## src/rtl/branch_resolver.sv

```systemverilog
// In-order tracker for conditional branches between fetch and execute.
// It drives the 2-bit predictor, queues predicted directions and flushes younger branches on a misprediction.
module branch_resolver #(
   parameter int ADDR_W = 2,
   parameter int STAT_W = 16
) (
   input  logic              clk,
   input  logic              reset,
   input  logic              br_valid,
   output logic              br_ready,
   output logic              pred_valid,
   output logic              pred_taken,
   input  logic              res_valid,
   input  logic              res_taken,
   output logic              res_ready,
   output logic              mispredict,
   output logic              request,
   output logic              result,
   output logic              taken,
   input  logic              prediction,
   output logic [ADDR_W:0]   count,
   output logic [STAT_W-1:0] resolved_cnt,
   output logic [STAT_W-1:0] mispred_cnt
);

   localparam int DEPTH = 1 << ADDR_W;
   localparam logic [ADDR_W+1:0] OCC_FULL = (ADDR_W+2)'(DEPTH);

   logic [DEPTH-1:0]  queue_q, queue_d;
   logic [ADDR_W-1:0] head_q, head_d;
   logic [ADDR_W-1:0] tail_q, tail_d;
   logic [ADDR_W:0]   count_q, count_d;
   logic              pending_q, pending_d;
   logic              mispredict_q, mispredict_d;
   logic [STAT_W-1:0] resolved_cnt_q, resolved_cnt_d;
   logic [STAT_W-1:0] mispred_cnt_q, mispred_cnt_d;

   logic [ADDR_W+1:0] occupancy;
   logic              accept;
   logic              capture;
   logic              resolve;
   logic              wrong;

   // Handshakes: a branch transfers when br_valid & br_ready, a resolve when
   // res_valid & res_ready; neither ready depends on its own valid.
   assign occupancy  = {1'b0, count_q} + {{(ADDR_W+1){1'b0}}, pending_q};
   assign br_ready   = !reset && !mispredict_q && (occupancy < OCC_FULL);
   assign accept     = br_valid && br_ready;
   assign capture    = pending_q;
   assign res_ready  = (count_q != '0);
   assign resolve    = res_valid && res_ready;
   assign wrong      = resolve && (queue_q[head_q] != res_taken);

   assign request    = accept;
   assign pred_valid = pending_q;
   assign pred_taken = prediction;
   assign result     = resolve;
   assign taken      = resolve && res_taken;
   assign mispredict = mispredict_q;
   assign count      = count_q;
   assign resolved_cnt = resolved_cnt_q;
   assign mispred_cnt  = mispred_cnt_q;

   always_comb begin
      queue_d        = queue_q;
      head_d         = head_q;
      tail_d         = tail_q;
      count_d        = count_q + (ADDR_W+1)'(capture) - (ADDR_W+1)'(resolve);
      pending_d      = accept;
      mispredict_d   = wrong;
      resolved_cnt_d = resolved_cnt_q;
      mispred_cnt_d  = mispred_cnt_q;

      if (capture) begin
         queue_d[tail_q] = prediction;
         tail_d          = tail_q + ADDR_W'(1);
      end

      if (resolve) begin
         head_d = head_q + ADDR_W'(1);
         if (resolved_cnt_q != '1) resolved_cnt_d = resolved_cnt_q + STAT_W'(1);
      end

      // Everything younger than a wrong-path branch is discarded, including a capture this cycle.
      if (wrong) begin
         head_d    = '0;
         tail_d    = '0;
         count_d   = '0;
         pending_d = 1'b0;
         if (mispred_cnt_q != '1) mispred_cnt_d = mispred_cnt_q + STAT_W'(1);
      end
   end

   always_ff @(posedge clk) begin
      if (reset) begin
         queue_q        <= '0;
         head_q         <= '0;
         tail_q         <= '0;
         count_q        <= '0;
         pending_q      <= 1'b0;
         mispredict_q   <= 1'b0;
         resolved_cnt_q <= '0;
         mispred_cnt_q  <= '0;
      end else begin
         queue_q        <= queue_d;
         head_q         <= head_d;
         tail_q         <= tail_d;
         count_q        <= count_d;
         pending_q      <= pending_d;
         mispredict_q   <= mispredict_d;
         resolved_cnt_q <= resolved_cnt_d;
         mispred_cnt_q  <= mispred_cnt_d;
      end
   end

endmodule
```

## config.mk

```make
export PLATFORM = sky130hd
export DESIGN_NAME = branch_resolver
export DESIGN_NICKNAME = d
export VERILOG_FILES = /design/src/rtl/branch_resolver.sv
export SDC_FILE = /design/constraint.sdc
export NUM_CORES = 1
export LEC_CHECK = 0
export ABC_AREA = 1
export BUFFER_PORTS_ARGS = -buffer_cell sky130_fd_sc_hd__buf_4
export CAP_MARGIN = 40
export CORE_ASPECT_RATIO = 2
export CORE_MARGIN = 2
export CORE_UTILIZATION = 59
export CTS_BUF_LIST = sky130_fd_sc_hd__clkbuf_16
export DETAILED_ROUTE_END_ITERATION = 10
export PLACE_DENSITY = 0.85
export SYNTH_ARGS = -nofsm -noshare
export SYNTH_HDL_FRONTEND = slang
export SYNTH_SLANG_ARGS = --single-unit
```

## constraint.sdc

```tcl
create_clock -name clk -period 4.5 [get_ports clk]
set_clock_uncertainty 0.15 [all_clocks]
set_input_delay 0.9 -clock clk [delete_from_list [all_inputs] [get_ports clk]]
set_output_delay 0.9 -clock clk [all_outputs]
set_load 0.02 [all_outputs]
```

==> results of run 1 <==
cells by family after synthesis:
kind of cell | after synthesis | share of synthesized area (%)
AOI/OAI and AO/OA | 30 | 7.87
xor gates and xnor gates | 12 | 4.10
adders and majority gates | 10 | 5.18
buffers and inverters | 48 | 8.16
DFF | 45 | 35.2
and+or+nand+nor | 235 | 39.5
layout by cell type, fill, tap and decap left out, drive strengths merged:
| cell type | count |
|---|---|
| a21boi | 1 |
| a21oi | 22 |
| buf | 48 |
| clkbuf | 5 |
| clkinv | 3 |
| dfxtp | 45 |
| fa | 1 |
| ha | 9 |
| inv | 38 |
| nand2 | 112 |
| nand3 | 23 |
| nand4 | 8 |
| nor2 | 80 |
| nor3 | 9 |
| nor3b | 2 |
| o211a | 1 |
| o21ai | 5 |
| o21bai | 1 |
| or2 | 1 |
| xnor2 | 4 |
| xor2 | 8 |
cell usage after synthesis:
cell type,count
nand2_1,111
nor2_1,70
dfxtp_1,45
inv_1,35
nand3_1,20
a21oi_1,14
nor2_2,10
ha_1,9
a21oi_2,8
nand4_1,8
nor3_1,8
xor2_1,8
xnor2_1,4
buf_6,3
inv_2,3
o21ai_1,3
buf_1,2
buf_2,2
clkbuf_1,2
nand3_2,2
nor3b_1,2
o21ai_0,2
a21boi_4,1
buf_4,1
fa_1,1
nand2_4,1
nand3_4,1
nor3_2,1
o211a_1,1
o21bai_1,1
or2_2,1
layer usage:
layer	up-vias	GRT usage, %	routed length [um]
met5	-	0	0
met4	0	11.2	130
met3	10	2.77	192
met2	55	48.4	3240
met1	1156	24.3	2180
li1	1290	-	-
path summary, 6_finish.rpt:
path,to,cells after the start,slack [ns],start
max,taken,5,1.61,res_valid
min,queue_q[1]$_SDFFE_PP0P_,2,0.31,queue_q[1]$_SDFFE_PP0P_
max reg2reg,count[2]$_SDFF_PP0_,8,2.24,count[1]$_SDFF_PP0_
min reg2reg,queue_q[1]$_SDFFE_PP0P_,2,0.31,queue_q[1]$_SDFFE_PP0P_
metrics by stage:
| stage | hold WS [ns] | power, mW | setup slack, ns | utilization, % |
|---|---|---|---|---|
| floorplan | 0.289 | 0.734 | 1.79 | - |
| global placement | 0.299 | 0.817 | 1.64 | 70.7 |
| detailed placement | 0.303 | 0.833 | 1.61 | 70.7 |
| CTS | 0.312 | 1.18 | 1.62 | 74.1 |
| global route | 0.333 | 1.23 | 1.52 | 74.1 |
| finish | 0.308 | 1.17 | 1.61 | 74.1 |
sequential cells by signal (all words and copies together), names as in the netlist:
register,flops
tail_q,2
pred_valid,1
head_q,2
queue_q,4
mispredict,1
count,3
mispred_cnt,16
resolved_cnt,16
power groups by stage:
stage          clock network, mW  registers [mW]  logic [mW]
4_1_cts                    0.355           0.466       0.360
6_report                   0.349           0.466       0.355
2_1_floorplan                  0           0.495       0.239
3_5_place_dp                   0           0.474       0.358
5_1_grt                    0.366           0.471       0.396
3_3_place_gp                   0           0.474       0.343
worst min-delay path: cells and delay by family (launching register included):
family | cells | cell delay, ns
compound gates | 1 | 0.05
simple gates | 1 | 0.06
flops | 1 | 0.31
area by class of cell:
| type | count | area share (%) |
|---|---|---|
| sequential | 45 | 29.5 |
| inverter | 38 | 4.66 |
| timing repair buffer | 48 | 11.8 |
| clock buffer | 5 | 4.09 |
| multi-input combinational | 287 | 47.5 |
| clock inverter | 3 | 0.409 |
| tap | 52 | 2.13 |
==> results.txt, run 1 <==
initial antenna violation count: 0
area share of the largest cell type after synthesis: 35.2%
post-synthesis sequential element count: 45
sum of routed wire length over all layers: 5740 um
Peak Freq: 0.346 GHz
Yosys cell types: 31
share of final-layout standard cells stronger than drive strength 1: 19.2%
clock period minus worst slack: 2.89 ns
Placement Cell Area: 0.00292 sq mm
wire per inst: 12.0 um
remaining design rule violation count: 0
area enclosed by the die boundary: 0.00492 sq mm
# IOs: 49
sequential cell area fraction in the yosys report: 35.2%
Final ANT Viol Nets: 0
largest net degree at the start of global routing: 23
path type of the worst min-delay path: reg2reg
post-route design area: 0.00306 sq mm
Max-Cap Viols: 0
headroom to the max-slew limit: 54.2%
H-tree levels: 2
part of the total power dissipated in sequential elements: 39.8%
synthesis-to-finish area growth: 19.4%
outcome: finished clean
Total Routing Usage GR: 24.8%
TritonCTS clock tree: yes
part of the total power dissipated in combinational logic: 30.3%
crit-path cells: buf_4, a21boi_4, inv_1, nor2_1, buf_4
post-synthesis average cell area: 6.74 sq um
router iterations before antenna repair: 5
largest buffer count on any clock path: 2
power density over the cells: 383 mW/mm^2
CP arrival: 1.84 ns
total clock buffers created by CTS: 5
die outline height: 97.2 um
Clock Root Buffer: clkbuf_16
Buf/Inv on CP: 3
maximum VDD drop: 0.000408 V
delay contributed by the slowest stage of the critical path: 0.42 ns
drt initial violations: 53
most prevalent standard cell on the critical path: buf_4
worst-path fanout max: 13
number of placed instances with taps included: 470
multi-input logic area: 0.00145 sq mm
synthesized netlist cell count: 380
clock latency at the later pin of the worst-skew pair: 0.28 ns
CP delay by family, top: compound AO/OA/AOI/OAI gates
Leakage Power: 1.22 nW
unrepaired setup endpoints after global routing: no
number of nets in the finished design: 441
Final Hold Fails: 0
total negative slack for setup checks: 0 ns
hold buffer count at cts: 0
FP Rows: 33
standard cell with the maximum stage delay on the critical path: a21boi_4
slew of the pin with the lowest slew margin: 0.686 ns
number of warnings printed during yosys synthesis: 0
Syn Nets: 396
Pins Over Slew Limit: 0
netlist area before placement: 0.00256 sq mm
net switching power of the design: 0.413 mW
Detailed Place HPWL: 4270 um
Reg area: 901 sq um
Int Power: 0.757 mW
leading post-synthesis cells by cell area: dfxtp_1 (35%), nand2_1 (16%), nor2_1 (10%)
antenna cell count: 0
final weighted congestion of routability-driven global placement: 0.891
global-route wire length before repair: 9660 um
initial standard-cell utilization of the core: 62.0%
data required time at the worst endpoint: 3.45 ns
post-CTS setup repair buffer count: 0
element type at the critical path end: output port
remaining global-route overflow: 0
die width: 50.6 um
final setup violation count: 0
area inside the core boundary: 0.00413 sq mm
Synth area leader: dfxtp_1
number of global-route vias before repair: 2366
total of cells resized after clock tree synthesis: 0
final cell count without fillers: 478
via count of the routed design: 2511
clock group share of total power: 29.8%
net switching share of the total power: 35.3%
post-CTS clock slew at the launch and capture registers of the worst setup and hold paths: 0.06 ns
Crit Path Class: in2out
fill cell count: 359
category of the worst setup path launch point: input port
Vias/cell: 5.25
Buffers on Ports: 48
clock net sink count: 45
final critical-path share of the clock period: 64.1%
Note: power is estimated with default switching activity, not from simulation.
==> run 2: changes to the inputs <==
--- a/config.mk
+++ b/config.mk
@@ -5,15 +5,15 @@
 export SDC_FILE = /design/constraint.sdc
 export NUM_CORES = 1
 export LEC_CHECK = 0
-export ABC_AREA = 1
+export ABC_AREA = 0
 export BUFFER_PORTS_ARGS = -buffer_cell sky130_fd_sc_hd__buf_4
 export CAP_MARGIN = 40
 export CORE_ASPECT_RATIO = 2
 export CORE_MARGIN = 2
-export CORE_UTILIZATION = 59
+export CORE_UTILIZATION = 54
 export CTS_BUF_LIST = sky130_fd_sc_hd__clkbuf_16
 export DETAILED_ROUTE_END_ITERATION = 10
-export PLACE_DENSITY = 0.85
+export PLACE_DENSITY = 0.8
 export SYNTH_ARGS = -nofsm -noshare
 export SYNTH_HDL_FRONTEND = slang
 export SYNTH_SLANG_ARGS = --single-unit
==> constraint.sdc (replaced) <==
create_clock -name clk -period 2.9 [get_ports clk]
set_clock_uncertainty 0.15 [all_clocks]
set_input_delay 0.58 -clock clk [delete_from_list [all_inputs] [get_ports clk]]
set_output_delay 0.58 -clock clk [all_outputs]
set_load 0.02 [all_outputs]
==> run 2 against run 1 <==
Compared with the run above:
- combinational power is 35% higher
- clock power rose by 80%
- setup slack got worse by 1.3 ns
- first-iteration DRC count fell by 1.9%
- global-route usage shrank 1.2 points
- largest cell class unchanged
- non-clock buffer count up 2
- sequential cell count did not move
- sequential power increased by 56%
- clock-buffer cell count stayed put
- utilization down 4.8 points
==> results.txt, run 2 <==
router iterations before antenna repair: 4 (-1)
CP arrival: 1.90 ns (+0.06 ns)
maximum VDD drop: 0.000544 V (+33%)
Post-synth EDFFs: 0 (unchanged)
total clock buffers created by CTS: 5 (unchanged)
leading post-synthesis cells by cell area: dfxtp_1 (39%), nor2_1 (5.2%), xnor2_1 (4.9%)
Max-Cap Viols: 0 (unchanged)
area enclosed by the die boundary: 0.00488 sq mm (-0.78%)
synthesis-to-finish area growth: 23.1%
Yosys cell types: 41 (+32%)
fill cell count: 355 (-1.1%)
clock group share of total power: 34.3% (+4.5 points)
share of async-settable or async-resettable flops after synthesis: 0% (unchanged)
part of the total power dissipated in combinational logic: 26.1% (-4.2 points)
xor/xnor share of the synthesized area: 7.16% (+3.1 points)
post-synthesis average cell area: 8.52 sq um (+26%)
worst-path fanout max: 13 (unchanged)
Detailed Place HPWL: 3810 um (-11%)
element type at the critical path end: output port
largest buffer count on any clock path: 2 (unchanged)
Final ANT Viol Nets: 0 (unchanged)
commonest cells after routing, fill and taps aside: buf_4 (50), dfxtp_1 (45), nor2_1 (32), nand2_1 (23), a21oi_1 (20)
via count of the routed design: 2095 (-17%)
initial antenna violation count: 0 (unchanged)
FF-to-FF setup slack: 0.41 ns (-1.83 ns)
net switching power of the design: 0.569 mW (+38%)
H-tree levels: 2 (unchanged)
Crit Path Class: reg2out
end of the worst register-to-register path: count[2]$_SDFF_PP0_
# IOs: 49 (unchanged)
power density over the cells: 640 mW/mm^2 (+67%)
Synth area leader: dfxtp_1
data required time at the worst endpoint: 2.17 ns (-1.28 ns)
TritonCTS clock tree: yes
post-CTS setup repair buffer count: 0 (unchanged)
total of cells resized after clock tree synthesis: 0 (unchanged)
headroom to the max-slew limit: 56.5% (+2.3 points)
number of warnings printed during yosys synthesis: 0 (unchanged)
part of the total power dissipated in sequential elements: 39.6% (-0.2 points)
hold-critical path depth: 2 (unchanged)
number of global-route vias before repair: 2093 (-12%)
post-CTS clock slew at the launch and capture registers of the worst setup and hold paths: 0.06 ns (about the same)
final weighted congestion of routability-driven global placement: 0.784 (-12%)
die outline height: 96.8 um (-0.40%)
Clock Root Buffer: clkbuf_16
Vias/cell: 5.66 (+7.8%)
unrepaired setup endpoints after global routing: no
net switching share of the total power: 31.1% (-4.2 points)
wire per inst: 14.5 um (+21%)
worst hold path startpoint: queue_q[3]$_SDFFE_PP0P_
Synth Area in Adders: 5.71% (+0.53 points)
end of the worst hold path: queue_q[3]$_SDFFE_PP0P_
category of the worst setup path launch point: register
final cell count without fillers: 370 (-23%)
global-route wire length before repair: 9110 um (-5.7%)
path type of the worst min-delay path: reg2reg
antenna cell count: 0 (unchanged)
final setup violation count: 0 (unchanged)
total negative slack for setup checks: 0 ns (unchanged)
die width: 50.4 um (-0.39%)
drt initial violations: 52 (-1.9%)
Syn Nets: 289 (-27%)
proportion of synthesized area in mux cells: 4.68% (+4.7 points)
Leakage Power: 1.10 nW (-10%)
netlist area before placement: 0.00232 sq mm (-9.2%)
Final Hold Fails: 0 (unchanged)
area inside the core boundary: 0.00413 sq mm (unchanged)
Buffers on Ports: 48 (unchanged)
number of nets in the finished design: 334 (-24%)
synthesized netlist cell count: 273 (-28%)
Placement Cell Area: 0.00270 sq mm (-7.5%)
FP Rows: 33 (unchanged)
post-synthesis sequential element count: 45 (unchanged)
ys flop type: dfxtp_1
post-route design area: 0.00286 sq mm (-6.4%)
clock period minus worst slack: 2.63 ns
outcome: finished clean
slew of the pin with the lowest slew margin: 0.650 ns (-0.0359 ns)
Pins Over Slew Limit: 0 (unchanged)
Int Power: 1.26 mW (+67%)
sum of routed wire length over all layers: 5360 um (-6.6%)
remaining global-route overflow: 0 (unchanged)
fraction of the mapped netlist area in simple logic gates: 27.2% (-12 points)
Compound-Gate Fraction of Synth Area: 11.8% (+4.0 points)
largest net degree at the start of global routing: 42 (+83%)
remaining design rule violation count: 0 (unchanged)
initial standard-cell utilization of the core: 56.3% (-5.7 points)
sequential cell area fraction in the yosys report: 38.8% (+3.6 points)
area share of the largest cell type after synthesis: 38.8% (+3.6 points)
most used standard cell by instance count after synthesis: dfxtp_1
hold buffer count at cts: 0 (unchanged)
Total Routing Usage GR: 23.6% (-1.2 points)
share of final-layout standard cells stronger than drive strength 1: 20.4% (+1.2 points)
combinational family with the most area after synthesis: simple AND/OR/NAND/NOR gates
clock latency at the later pin of the worst-skew pair: 0.28 ns (about the same)
length in cells of the worst reg-to-reg path: 8 (unchanged)
Peak Freq: 0.380 GHz
number of placed instances with taps included: 363 (-23%)
most frequent cells after synthesis: dfxtp_1 (45), nor2_1 (32), nand2_1 (23)
overall power consumption: 1.83 mW (+56%)
clock net sink count: 45 (unchanged)
final critical-path share of the clock period: 90.8%
most frequent standard cell in the layout excluding fill and tap cells: buf_4
startpoint of the worst-slack reg-to-reg timing path: count[1]$_SDFF_PP0_
run 2: changes by cell type after synthesis, moves of 6 or more:
cell | previous run | this run
or3_1 | 0 | 12
o21ai_0 | 2 | 12
mux2i_1 | 0 | 6
and4_1 | 0 | 6
xnor2_1 | 4 | 13
a21oi_1 | 14 | 20
nand2_1 | 111 | 23
a21oi_2 | 8 | 0
a211oi_1 | 0 | 7
clkbuf_1 | 2 | 8
nor2_2 | 10 | 0
nor2_1 | 70 | 32
inv_1 | 35 | 12
run 2: power by group through the flow:
stage          clock network [mW]  logic (mW)  registers, mW
2_1_floorplan                   0       0.295          0.761
3_5_place_dp                    0       0.468          0.737
6_report                    0.628       0.478          0.725
5_1_grt                     0.660       0.531          0.733
3_3_place_gp                    0       0.463          0.732
4_1_cts                     0.642       0.483          0.725
run 2: worst max path at each step:
stage,startpoint,endpoint,slack (ns)
6_report,count[1]$_SDFF_PP0_,taken,0.27
5_1_grt,count[1]$_SDFF_PP0_,taken,0.12
4_1_cts,count[1]$_SDFF_PP0_,taken,0.27
3_5_place_dp,count[1]$_SDFF_PP0_,count[2]$_SDFF_PP0_,0.48
3_3_place_gp,count[1]$_SDFF_PP0_,count[2]$_SDFF_PP0_,0.52
2_1_floorplan,count[1]$_SDFF_PP0_,count[2]$_SDFF_PP0_,0.35
run 2: cell families after synthesis:
family | after synthesis
buffers and inverters | 24
muxes | 9
AOI/OAI and AO/OA | 46
DFF | 45
and+or+nand+nor | 120
xor gates and xnor gates | 19
adders and majority gates | 10
run 2: per-layer routing:
layer / track usage, % / vias to the layer above / share of wire [%]
met5: 0 / - / 0
met4: 10.6 / 0 / 1.8
met3: 3.55 / 10 / 2.6
met2: 45.6 / 48 / 59
met1: 23.0 / 989 / 37
li1: - / 1048 / -
run 2: layout make-up:
type                            count  area [sq um]  share of cell area [%]
Multi-Input combinational cell    204          1320                    46.0
Sequential cell                    45           901                    31.5
Timing Repair Buffer               50           375                    13.1
Clock buffer                        5           125                    4.37
Tap cell                           52          65.1                    2.27
Inverter                           12          45.0                    1.57
Clock inverter                      2          35.0                    1.22
run 2: worst max-delay path: stages (launching register included):
cell     delay (ns)
dfxtp_1        0.37
o31ai_2        0.57
inv_1          0.13
buf_4          0.23
and2_1         0.17
buf_4          0.15
run 2: per-stage QoR:
stage	setup slack (ns)	util, %	hold slack (ns)
2_1_floorplan	0.352	-	0.286
3_3_place_gp	0.519	65.4	0.300
3_5_place_dp	0.481	65.4	0.303
4_1_cts	0.266	69.3	0.313
5_1_grt	0.123	69.3	0.340
6_report	0.266	69.3	0.313
==> run 3: changes to the inputs <==
--- a/config.mk
+++ b/config.mk
@@ -8,12 +8,12 @@
 export ABC_AREA = 0
 export BUFFER_PORTS_ARGS = -buffer_cell sky130_fd_sc_hd__buf_4
 export CAP_MARGIN = 40
-export CORE_ASPECT_RATIO = 2
+export CORE_ASPECT_RATIO = 0.75
 export CORE_MARGIN = 2
-export CORE_UTILIZATION = 54
+export CORE_UTILIZATION = 49
 export CTS_BUF_LIST = sky130_fd_sc_hd__clkbuf_16
 export DETAILED_ROUTE_END_ITERATION = 10
-export PLACE_DENSITY = 0.8
+export PLACE_DENSITY = 0.77
 export SYNTH_ARGS = -nofsm -noshare
 export SYNTH_HDL_FRONTEND = slang
 export SYNTH_SLANG_ARGS = --single-unit
==> constraint.sdc (replaced) <==
create_clock -name clk -period 2.4 [get_ports clk]
set_clock_uncertainty 0.15 [all_clocks]
set_input_delay 0.48 -clock clk [delete_from_list [all_inputs] [get_ports clk]]
set_output_delay 0.48 -clock clk [all_outputs]
set_load 0.02 [all_outputs]
==> run 3 against run 2 <==
Compared with the run above:
- design area is 2.9% higher
- first-iteration DRC count rose to 3.6 times the previous value
- routed wire length is 3.1% lower
- sequential cell count is the same
- critical endpoint is now request
- critical path type unchanged
==> results.txt, run 3 (synthesis results as in run 2) <==
clock group share of total power: 30.2% (-4.1 points)
hold buffer count at cts: 0 (unchanged)
Post-Place Worst Slack: 0.140 ns (-0.341 ns)
net switching share of the total power: 32.7% (+1.6 points)
end point of the critical path: request
Total Routing Usage GR: 19.4% (-4.2 points)
total clock buffers created by CTS: 5 (unchanged)
most frequent standard cell in the layout excluding fill and tap cells: buf_4
# IOs: 49 (unchanged)
drt initial violations: 185 (+260%)
outcome: finished clean
Int Power: 1.47 mW (+16%)
via count of the routed design: 2084 (-0.53%)
die outline height: 63.7 um (-34%)
clock period minus worst slack: 2.33 ns
final setup violation count: 0 (unchanged)
worst hold slack across all endpoints: 0.312 ns (-0.000200 ns)
FP Rows: 21 (-36%)
Vias/cell: 5.41 (-4.4%)
CP arrival: 1.70 ns (-0.20 ns)
H-tree levels: 2 (unchanged)
Pins Over Slew Limit: 0 (unchanged)
Setup crit start: count[1]$_SDFF_PP0_
clock net sink count: 45 (unchanged)
synthesis-to-finish area growth: 26.7%
share of final-layout standard cells stronger than drive strength 1: 23.5% (+3.0 points)
post-route design area: 0.00295 sq mm (+2.9%)
startpoint of the worst-slack reg-to-reg timing path: head_q[0]$_SDFFE_PP0P_
net switching power of the design: 0.711 mW (+25%)
router iterations before antenna repair: 4 (unchanged)
largest buffer count on any clock path: 2 (unchanged)
TritonCTS clock tree: yes
Max-Cap Viols: 0 (unchanged)
Leakage Power: 1.14 nW (+3.4%)
final weighted congestion of routability-driven global placement: 0.835 (+6.5%)
Peak Freq: 0.429 GHz
part of the total power dissipated in combinational logic: 29.6% (+3.5 points)
Crit Path Class: reg2out
remaining design rule violation count: 0 (unchanged)
post-layout util: 65.2% (-4.1 points)
die width: 83.5 um (+66%)
multi-input logic area: 0.00134 sq mm (+2.0%)
FF-to-FF setup slack: 0.19 ns (-0.22 ns)
area enclosed by the die boundary: 0.00532 sq mm (+9.0%)
commonest cells after routing, fill and taps aside: buf_4 (58), dfxtp_1 (43), nor2_1 (32), nand2_1 (23), a21oi_1 (20)
worst-path fanout max: 6 (-7)
Worst Setup Slack, final: 0.0683 ns (-0.198 ns)
antenna cell count: 0 (unchanged)
post-CTS clock slew at the launch and capture registers of the worst setup and hold paths: 0.06 ns (about the same)
number of global-route vias before repair: 1812 (-13%)
headroom to the max-slew limit: 71.6% (+15 points)
Detailed Place HPWL: 3670 um (-3.5%)
sum of routed wire length over all layers: 5200 um (-3.1%)
largest net degree at the start of global routing: 41 (-2.4%)
global-route wire length before repair: 8450 um (-7.3%)
area inside the core boundary: 0.00452 sq mm (+9.5%)
fill cell count: 383 (+7.9%)
length in cells of the worst reg-to-reg path: 5 (-3)
wire per inst: 13.5 um (-6.8%)
Placement Cell Area: 0.00275 sq mm (+1.9%)
remaining global-route overflow: 0 (unchanged)
initial antenna violation count: 0 (unchanged)
Reg area: 903 sq um (+0.28%)
maximum VDD drop: 0.000412 V (-24%)
final critical-path share of the clock period: 97.2%
power density over the cells: 739 mW/mm^2 (+16%)
overall power consumption: 2.18 mW (+19%)
Clock Root Buffer: clkbuf_16
Final ANT Viol Nets: 0 (unchanged)
end of the worst register-to-register path: mispred_cnt[11]$_SDFFE_PP0P_
element type at the critical path end: output port
slew of the pin with the lowest slew margin: 0.424 ns (-0.227 ns)
category of the worst setup path launch point: register
path type of the worst min-delay path: reg2reg
number of nets in the finished design: 343 (+2.7%)
part of the total power dissipated in sequential elements: 40.2% (+0.6 points)
initial standard-cell utilization of the core: 51.4% (-4.9 points)
Buffers on Ports: 48 (unchanged)
clock latency at the later pin of the worst-skew pair: 0.28 ns (about the same)
Final Hold Fails: 0 (unchanged)
data required time at the worst endpoint: 1.77 ns (-0.40 ns)
==> run 3: what timing repair did <==
action / in CTS / in global routing
setup endpoints to repair: 0 / 5
setup buffers: 0 / 5
resized for setup: 0 / 4
==> run 3: worst min path at each step <==
stage                                  startpoint                      end  slack [ns]  cells past startpoint
after detailed placement  queue_q[2]$_SDFFE_PP0P_  queue_q[2]$_SDFFE_PP0P_        0.30                      2
final                     queue_q[2]$_SDFFE_PP0P_  queue_q[2]$_SDFFE_PP0P_        0.31                      2
after global placement    queue_q[2]$_SDFFE_PP0P_  queue_q[2]$_SDFFE_PP0P_        0.29                      2
after CTS                                br_valid    pred_valid$_SDFF_PP0_        0.31                      3
after global routing      queue_q[2]$_SDFFE_PP0P_  queue_q[2]$_SDFFE_PP0P_        0.32                      2
after floorplan           queue_q[0]$_SDFFE_PP0P_  queue_q[0]$_SDFFE_PP0P_        0.29                      2
==> run 3: worst max-delay path, cell delays in order (launching register included) <==
cell and delay (ns):
dfxtp_2 0.32, buf_4 0.15, ha_4 0.16, and4b_1 0.23, mux2i_1 0.09, nor3_2 0.20
nand2_1 0.09, inv_1 0.07, buf_6 0.11
==> run 3: metal layers <==
layer / GRT usage (%) / up-vias / routed length (um)
met5: 0 / - / 0
met4: 5.85 / 0 / 32
met3: 4.19 / 6 / 320
met2: 27.1 / 55 / 2210
met1: 29.6 / 952 / 2630
li1: - / 1071 / -
==> run 3: area by class of cell <==
| cell class | count | share of cell area, % |
|---|---|---|
| Multi-Input combinational cell | 204 | 45.5 |
| Sequential cell | 45 | 30.7 |
| Timing Repair Buffer | 59 | 15.2 |
| Clock buffer | 5 | 4.25 |
| Tap cell | 57 | 2.42 |
| Inverter | 12 | 1.53 |
| Clock inverter | 3 | 0.425 |
==> run 3: metrics by stage <==
stage                     instances   TNS, ns
after floorplan                 273  -0.00684
after global placement          372         0
after detailed placement        372         0
after CTS                       380         0
after global routing            385   -0.0492
final                           385         0
==> run 3: power groups by stage <==
stage	clock, mW	combinational [mW]	sequential, mW
2_1_floorplan	0	0.365	0.928
3_3_place_gp	0	0.589	0.885
3_5_place_dp	0	0.594	0.890
4_1_cts	0.668	0.601	0.874
5_1_grt	0.709	0.716	0.887
6_report	0.657	0.644	0.876
